[config.mk]
export PLATFORM = sky130hd
export DESIGN_NAME = alu_ctrl_seq_flat
export DESIGN_NICKNAME = d
export VERILOG_FILES = /design/src/rtl/alu_ctrl_seq_if.sv /design/src/rtl/alu_ctrl_seq.sv /design/src/flat_wrapper.sv
export SDC_FILE = /design/constraint.sdc
export NUM_CORES = 1
export LEC_CHECK = 0
export CORE_UTILIZATION = 32
export CTS_BUF_LIST = sky130_fd_sc_hd__clkbuf_16
export DETAILED_ROUTE_END_ITERATION = 10
export SETUP_SLACK_MARGIN = 0.4
export SYNTH_ARGS = -nofsm -noshare
export SYNTH_HDL_FRONTEND = slang
export SYNTH_SLANG_ARGS = --single-unit
[constraint.sdc]
create_clock -name clk -period 2.8 [get_ports clk]
set_input_delay 0.7 -clock clk [delete_from_list [all_inputs] [get_ports clk]]
set_output_delay 0.7 -clock clk [all_outputs]
set_load 0.01 [all_outputs]
[src/rtl/alu_ctrl_seq_if.sv]
// ALU request/response bundle between the main controller FSM and alu_ctrl_seq.
interface alu_ctrl_seq_if #(
  parameter int DATA_W = 16,
  parameter int FUNC_W = 9
);
  localparam int CNT_W = $clog2(DATA_W);

  logic              req_valid;
  logic              req_ready;
  logic [2:0]        aluop;
  logic [FUNC_W-1:0] func;
  logic [2:0]        op;
  logic              op_valid;
  logic              acc_wr;
  logic              notnoop;
  logic [CNT_W-1:0]  step_cnt;
  logic              busy;
  logic              done;
  logic              illegal;

  modport master (
    output req_valid, aluop, func,
    input  req_ready, op, op_valid, acc_wr, notnoop, step_cnt, busy, done, illegal
  );

  modport slave (
    input  req_valid, aluop, func,
    output req_ready, op, op_valid, acc_wr, notnoop, step_cnt, busy, done, illegal
  );
endinterface

[src/rtl/alu_ctrl_seq.sv]
// Registered, sequenced ALU control: one request per handshake, one EXEC cycle or DATA_W multiply steps.
// Optional feature: ALU_CTRL_MUL_EN builds the iterative multiply (ITER state and step counter).
module alu_ctrl_seq #(
  parameter int DATA_W = 16,
  parameter int FUNC_W = 9
) (
  input  logic           clk,
  input  logic           rst,
  alu_ctrl_seq_if.slave  bus
);
  localparam int CNT_W = $clog2(DATA_W);

  typedef enum logic [1:0] {IDLE, EXEC, ITER} state_t;

  state_t     state, state_nx;
  logic [2:0] op_q, op_nx;
  logic       op_valid_q, op_valid_nx;
  logic       acc_wr_q, acc_wr_nx;
  logic       notnoop_q, notnoop_nx;
  logic       done_q, done_nx;
  logic       illegal_q, illegal_nx;

  logic [2:0] dec_op;
  logic       dec_mov, dec_nop, dec_mul, dec_ill;

  // Illegal func words fall back to MoveFrom (pass B) so the datapath stays harmless.
  always_comb begin
    dec_op  = 3'b110;
    dec_mov = 1'b0;
    dec_nop = 1'b0;
    dec_mul = 1'b0;
    dec_ill = 1'b0;
    case (bus.aluop)
      3'b000: dec_op = 3'b010;
      3'b001: dec_op = 3'b011;
      3'b011: dec_op = 3'b000;
      3'b100: dec_op = 3'b001;
      3'b010: begin
        if (!$onehot(bus.func) || ((bus.func >> 9) != '0)) dec_ill = 1'b1;
        else if (bus.func[0]) begin dec_op = 3'b101; dec_mov = 1'b1; end
        else if (bus.func[1]) dec_op = 3'b110;
        else if (bus.func[2]) dec_op = 3'b010;
        else if (bus.func[3]) dec_op = 3'b011;
        else if (bus.func[4]) dec_op = 3'b000;
        else if (bus.func[5]) dec_op = 3'b001;
        else if (bus.func[6]) dec_op = 3'b100;
        else if (bus.func[7]) dec_nop = 1'b1;
`ifdef ALU_CTRL_MUL_EN
        else if (bus.func[8]) begin dec_op = 3'b111; dec_mul = 1'b1; end
`endif
        else dec_ill = 1'b1;
      end
      default: dec_op = 3'b110;
    endcase
  end

`ifdef ALU_CTRL_MUL_EN
  logic [CNT_W-1:0] cnt_q, cnt_nx;
`endif

  always_comb begin
    state_nx    = state;
    op_nx       = op_q;
    op_valid_nx = 1'b0;
    acc_wr_nx   = 1'b0;
    notnoop_nx  = 1'b1;
    done_nx     = 1'b0;
    illegal_nx  = 1'b0;
`ifdef ALU_CTRL_MUL_EN
    cnt_nx      = '0;
`endif
    case (state)
      IDLE: if (bus.req_valid) begin
        op_nx = dec_op;
        if (dec_mul) begin
          state_nx    = ITER;
          op_valid_nx = 1'b1;
        end else begin
          state_nx    = EXEC;
          op_valid_nx = !dec_nop;
          notnoop_nx  = !dec_nop;
          acc_wr_nx   = dec_mov;
          done_nx     = 1'b1;
          illegal_nx  = dec_ill;
        end
      end
      EXEC: state_nx = IDLE;
`ifdef ALU_CTRL_MUL_EN
      // Flags for the last step are set one edge early so they register with it.
      ITER: if (cnt_q == CNT_W'(DATA_W-1)) begin
        state_nx = IDLE;
      end else begin
        op_valid_nx = 1'b1;
        cnt_nx      = cnt_q + 1'b1;
        if (cnt_q == CNT_W'(DATA_W-2)) begin
          acc_wr_nx = 1'b1;
          done_nx   = 1'b1;
        end
      end
`endif
      default: state_nx = IDLE;
    endcase
  end

  always_ff @(posedge clk or posedge rst) begin
    if (rst) begin
      state      <= IDLE;
      op_q       <= 3'b000;
      op_valid_q <= 1'b0;
      acc_wr_q   <= 1'b0;
      notnoop_q  <= 1'b1;
      done_q     <= 1'b0;
      illegal_q  <= 1'b0;
`ifdef ALU_CTRL_MUL_EN
      cnt_q      <= '0;
`endif
    end else begin
      state      <= state_nx;
      op_q       <= op_nx;
      op_valid_q <= op_valid_nx;
      acc_wr_q   <= acc_wr_nx;
      notnoop_q  <= notnoop_nx;
      done_q     <= done_nx;
      illegal_q  <= illegal_nx;
`ifdef ALU_CTRL_MUL_EN
      cnt_q      <= cnt_nx;
`endif
    end
  end

  assign bus.req_ready = (state == IDLE);
  assign bus.busy      = (state != IDLE);
  assign bus.op        = op_q;
  assign bus.op_valid  = op_valid_q;
  assign bus.acc_wr    = acc_wr_q;
  assign bus.notnoop   = notnoop_q;
  assign bus.done      = done_q;
  assign bus.illegal   = illegal_q;
`ifdef ALU_CTRL_MUL_EN
  assign bus.step_cnt  = cnt_q;
`else
  assign bus.step_cnt  = {CNT_W{1'b0}};
`endif
endmodule

[src/flat_wrapper.sv]
// flat-port wrapper written by rule: the top's interface ports become plain ports
module alu_ctrl_seq_flat 
#(
  parameter int DATA_W = 16,
  parameter int FUNC_W = 9
)
  (clk, rst, bus_req_valid, bus_aluop, bus_func, bus_req_ready, bus_op, bus_op_valid, bus_acc_wr, bus_notnoop, bus_step_cnt, bus_busy, bus_done, bus_illegal);
  alu_ctrl_seq_if #(.DATA_W(DATA_W), .FUNC_W(FUNC_W)) bus_i ();
  input  logic clk;
  input  logic rst;
  input wire logic [$bits(bus_i.req_valid)-1:0] bus_req_valid;
  input wire logic [$bits(bus_i.aluop)-1:0] bus_aluop;
  input wire logic [$bits(bus_i.func)-1:0] bus_func;
  output wire logic [$bits(bus_i.req_ready)-1:0] bus_req_ready;
  output wire logic [$bits(bus_i.op)-1:0] bus_op;
  output wire logic [$bits(bus_i.op_valid)-1:0] bus_op_valid;
  output wire logic [$bits(bus_i.acc_wr)-1:0] bus_acc_wr;
  output wire logic [$bits(bus_i.notnoop)-1:0] bus_notnoop;
  output wire logic [$bits(bus_i.step_cnt)-1:0] bus_step_cnt;
  output wire logic [$bits(bus_i.busy)-1:0] bus_busy;
  output wire logic [$bits(bus_i.done)-1:0] bus_done;
  output wire logic [$bits(bus_i.illegal)-1:0] bus_illegal;
  assign bus_i.req_valid = bus_req_valid;
  assign bus_i.aluop = bus_aluop;
  assign bus_i.func = bus_func;
  assign bus_req_ready = bus_i.req_ready;
  assign bus_op = bus_i.op;
  assign bus_op_valid = bus_i.op_valid;
  assign bus_acc_wr = bus_i.acc_wr;
  assign bus_notnoop = bus_i.notnoop;
  assign bus_step_cnt = bus_i.step_cnt;
  assign bus_busy = bus_i.busy;
  assign bus_done = bus_i.done;
  assign bus_illegal = bus_i.illegal;
  alu_ctrl_seq #(.DATA_W(DATA_W), .FUNC_W(FUNC_W)) u_core (.clk(clk), .rst(rst), .bus(bus_i));
endmodule
### Word level (Yosys, flattened, before mapping)

Cells that the tools add are included.

* output and inout bits: 14
* input bits: 15
* register bits: 10
* word-level logic and storage cells: 70

* $add $sub $neg: 8
* equality and inequality tests: 6
* muxes and demuxes: 44
* reductions and logical operators: 5

Operators by type and width (number)
* 1-bit 2-to-1 mux: 33
* 3-bit 2-to-1 mux: 7
* 3-bit one-hot mux with 5 select lines: 1
* 4-bit adder: 3
* 1-bit by 1-bit adder with 2-bit output: 4
* 3-bit by 2-bit equality test with 1-bit output, second input constant: 2
* 2-bit 2-to-1 mux: 3
* 4-bit by 1-bit adder with 4-bit output: 1
* 4-bit by 1-bit equality test with 1-bit output, second input constant: 1
* 3-bit by 1-bit equality test with 1-bit output, second input constant: 1
* 3-bit equality test, second input constant: 1
* 3-bit logical NOT: 1
* 2-bit logical NOT: 1
* 2-bit inequality test, second input constant: 1
* 2-bit AND reduction: 1
* 2-bit nonzero test: 1
* 1-bit logical NOT: 1

### Longest topological paths before layout

* depth after elaboration: 13
* depth in mapped cells: 11
* mapped depth without buffers: 11

### Worst setup path before layout

No wires, ideal clock.

* kind: input -> register
* start point: input port bus_func[0]
* end point: register u_core.op_q[1], in the netlist u_core.bus.op[1]
* path slack: -798 ps
* setup time: 126 ps
* path buffers: 0
* data arrival time: 3472 ps
* stages: 10
* data required time: 2674 ps
* cells stage by stage: ha_1 fa_1 inv_1 fa_1 inv_1 ha_1 fa_1 nor4b_4 o211ai_1 a221o_1

* word-level cells in the longest chain between the ends: 7

Ends and longest elaborated chain
* start, declared: line flat_wrapper.sv:13 `input wire logic [$bits(bus_i.func)-1:0] bus_func;`
* 1-bit by 1-bit adder with 2-bit output (not written as such): line alu_ctrl_seq.sv:39 `if (!$onehot(bus.func) || ((bus.func >> 9) != '0)) dec_ill = 1'b1;`
* 4-bit adder (not written as such) (2 in a row): line alu_ctrl_seq.sv:39
* 4-bit by 1-bit adder with 4-bit output (not written as such): line alu_ctrl_seq.sv:39
* 4-bit by 1-bit equality test with 1-bit output: line alu_ctrl_seq.sv:39
* 3-bit 2-to-1 mux *: line alu_ctrl_seq.sv:39
* 3-bit one-hot mux with 5 select lines *: line alu_ctrl_seq.sv:33 `case (bus.aluop)`
* end signal, assigned: line alu_ctrl_seq.sv:119 `op_q <= op_nx;`
* end, declared: line alu_ctrl_seq.sv:16 `logic [2:0] op_q, op_nx;`

Every way passes the cells marked *; elsewhere a longest branch is shown, timed or not.
A chain may end at the register's enable or synchronous reset.

### Worst setup path after layout

* start point: input port bus_func[1]
* end point: register u_core.op_q[1], in the netlist u_core.bus.op[1]

Same word-level chain as after synthesis.

==> run_results.csv <==
group,metric,value,unit
timing,fin_setup_tns,-2.775,ns
timing,maxSlewViolCount,0,
outcome,violations,"negative setup slack",
die,start_util,0.3412,
placed_design,place_congestion,0.7883,
synthesis,syn_area,762.0,um^2
synthesis,synthAdderAreaFrac,0.2791,
grt,grt_pass1_wl,2.704,mm
power_and_ir_drop,pwr-share-seq,0.231,
final_layout,final_layout_size_suffix_gt1_frac,0.3644,
setup_path,cp.required,2.91,ns
setup_path,cp_max_fo,2,
route,vias_per_cell,4.555,
setup_path,cp-start-kind,"input pin",
cts,cts_tree,"built",
route,dr.pass1.iters,4,
timing,clock_skew,0.001549,ns
synthesis,synthTopCellsByCount,"inv_1 (16), ha_1 (9), dfrtp_1 (8)",
timing,setup_viol,7,
die,dieArea,0.002580,mm^2
placed_design,place_hpwl,1.262,mm
synthesis,avgSynthCellArea,9.896,um^2
grt,grt_overflow_total,0,
power_and_ir_drop,internal_power,463.0,uW
die,ioPinCount,29,
cts,clock_latency,0.23,ns
synthesis,synthTopCellsByArea,"dfrtp_1 (26%), ha_1 (15%), fa_1 (13%)",
synthesis,yosysWarnings,0,
die,row_count,17,
synthesis,synth-simple-area-share,0.1856,
placed_design,port_buffers,24,
synthesis,synthDistinctLibCells,33,
setup_path,reg2regPathDepth,3,
synthesis,synth_edf_count,0,
synthesis,synthCells,77,
cts,postCtsHoldBufs,0,
grt,grt_pass1_vias,665,
worst_hold_path,hold_depth,1,
grt,antenna_found_initial,0,
power_and_ir_drop,combPwrFrac,0.383,
die,core_area,0.002233,mm^2
power_and_ir_drop,p_switching,168.4,uW
timing,min_period,3.301,ns
synthesis,synth_seq_area_share,0.2972,
route,vias,665,
run,maxCapViolCount,0,
synthesis,ys_ff_latch,9,
synthesis,synth_top_flop_cell,"dfrtp_1",
synthesis,synth_area_leader_cell,"dfrtp_1",
cts,clk_path_buf_depth,2,
synthesis,synth_top_family_by_area,"adder cells",
power_and_ir_drop,cellPowerDensity,489.9,mW/mm^2
power_and_ir_drop,power_leakage,0.0006009,uW
synthesis,async_flop_share,1.000,
setup_path,worstPathArrival,3.41,ns
route,drt_iter0_drc,4,
outcome,status,"finished with violations",
synthesis,synth.top_cell.area_share,0.2627,
power_and_ir_drop,p_clk_frac,0.385,
final_layout,fin_util,0.5770,
grt,grt_max_degree,10,
cts,clk_pin_slew,0.04,ns
timing,fin_ws,-0.5005,ns
cts,cts-buffers-inserted,3,
cts,htreeDepth,1,
setup_path,crit_path_end_kind,"flip-flop",
synthesis,synth_most_common_cell,"inv_1",
synthesis,synth-xor-area-share,0.01149,
setup_path,crit_type,"input pin to flip-flop",
route,wl_per_cell,10.43,um
worst_hold_path,min_path_type,"flip-flop to flip-flop",
grt,grt_usage,0.1436,
route,drcViolationCount,0,
timing,fin_crit_sh,1.179,
die,die_w,50.80,um
synthesis,synthMuxAreaShare,0,
placed_design,postPlaceCellArea,0.001141,mm^2
setup_path,timing.rr.start,"u_core.state[0]",
synthesis,synth-compound-area-share,0.1034,
timing,finalHoldViolations,0,
timing,max_freq,303.0,MHz
setup_path,r2r-end,"u_core.bus.op[1]",
worst_hold_path,worstHoldEndpoint,"u_core.bus.op[2]",
timing,rsz0062_at_grt,"yes",
setup_path,crit_start,"bus_func[1]",
final_layout,final_nets,148,
power_and_ir_drop,ir_drop,0.0003738,V
final_layout,area_growth,69.13,%
worst_hold_path,min_from,"u_core.bus.op[2]",
cts,cts_root_buf,"clkbuf_16",
power_and_ir_drop,switching_share,0.2667,
die,die_h,50.80,um
final_layout,diodes,0,
final_layout,final_area,0.001289,mm^2
cts,cts.sinks,9,
setup_path,reg2reg_slack,1.59,ns
route,drt-total-wl,1.523,mm
route,ant_nets,0,
==> cell usage in the layout, fill, tap and decap left out, types with 2 or more instances in the layout <==
master,n
inv_1,11
conb_1,4
nor2_1,4
nor3b_1,2
clkdlybuf4s50_1,16
nand4_1,2
buf_6,4
nor3_1,2
ha_4,5
fa_1,3
buf_4,12
buf_8,2
ha_1,4
buf_2,4
inv_2,4
clkbuf_16,3
dfrtp_1,8
fa_2,2
==> cell type report <==
cell class,instances,area [um^2]
clock buffers,3,75.07
clock inverters,1,3.754
fillers,206,944.7
inverters,16,75.07
multi-input cells,51,528.0
flip-flops and latches,9,226.5
well taps,28,35.03
repair buffers,38,345.3
==> worst max-delay path: stages <==
cell and delay, ns:
buf_8 0.10, ha_4 0.15, fa_1 0.55, inv_2 0.04, fa_1 0.51, inv_2 0.05, ha_4 0.15, fa_1 0.47
nor4b_4 0.24, o211ai_1 0.11, a221o_1 0.33
==> routing by layer <==
| layer | part of all wire | wire length, um | global-route usage | vias up |
|---|---|---|---|---|
| met5 | 0 | 0 | 0 | - |
| met4 | 0.019 | 29 | 0.08333 | 0 |
| met3 | 0.052 | 79 | 0.02727 | 4 |
| met2 | 0.54 | 826 | 0.2667 | 21 |
| met1 | 0.39 | 587 | 0.1474 | 310 |
| li1 | - | - | - | 330 |
==> metrics by stage <==
stage          hold slack (ns)  worst slack [ns]  total power [uW]  instances
2_1_floorplan           0.5272           -0.7650             273.0         80
3_3_place_gp            0.5019            -1.305             355.1        139
3_5_place_dp            0.5056            -1.340             359.9        139
4_1_cts                 0.5196           -0.5187             636.4        146
5_1_grt                 0.5337           -0.6127             673.0        146
6_report                0.5164           -0.5005             631.4        146
==> kinds of logic (layout without fill, tap and decap cells) <==
kind of cell | Yosys count | after routing
AND/OR/NAND/NOR | 21 | 21
buffers and inverters | 20 | 58
adder cells (fa/ha/maj) | 14 | 14
AO/OA/AOI/OAI | 11 | 11
flip-flops | 9 | 9
other | 1 | 4
XOR/XNOR | 1 | 1
==> power by group through the flow <==
stage	Clock (uW)	Sequential, uW	Combinational, uW
CTS	247	146	243
global route	255	148	271
detailed placement	0	148	212
finish	243	146	242
floorplan	0	153	120
global placement	0	148	207
==> state kept, by name, summed over array words and instances (netlist names) <==
| register | flops |
|---|---|
| u_core.bus.op | 3 |
| u_core.bus.op_valid | 1 |
| u_core.bus.acc_wr | 1 |
| u_core.bus.notnoop | 1 |
| u_core.bus.done | 1 |
| u_core.bus.illegal | 1 |
| u_core.state | 1 |
==> worst max path at each step <==
stage and endpoint:
2_1_floorplan u_core.bus.op[1], 3_3_place_gp u_core.bus.op[1], 3_5_place_dp u_core.bus.op[1], 4_1_cts u_core.bus.op[1]
5_1_grt u_core.bus.op[1], 6_report u_core.bus.op[1]
==> repair_timing <==
| action | in CTS | in global routing |
|---|---|---|
| buffers inserted | 3 | 0 |
| setup endpoints to repair | 7 | 7 |
| pin swaps | 12 | 1 |
| gates resized for setup | 48 | 1 |
Power figures use the tool's default switching activity.
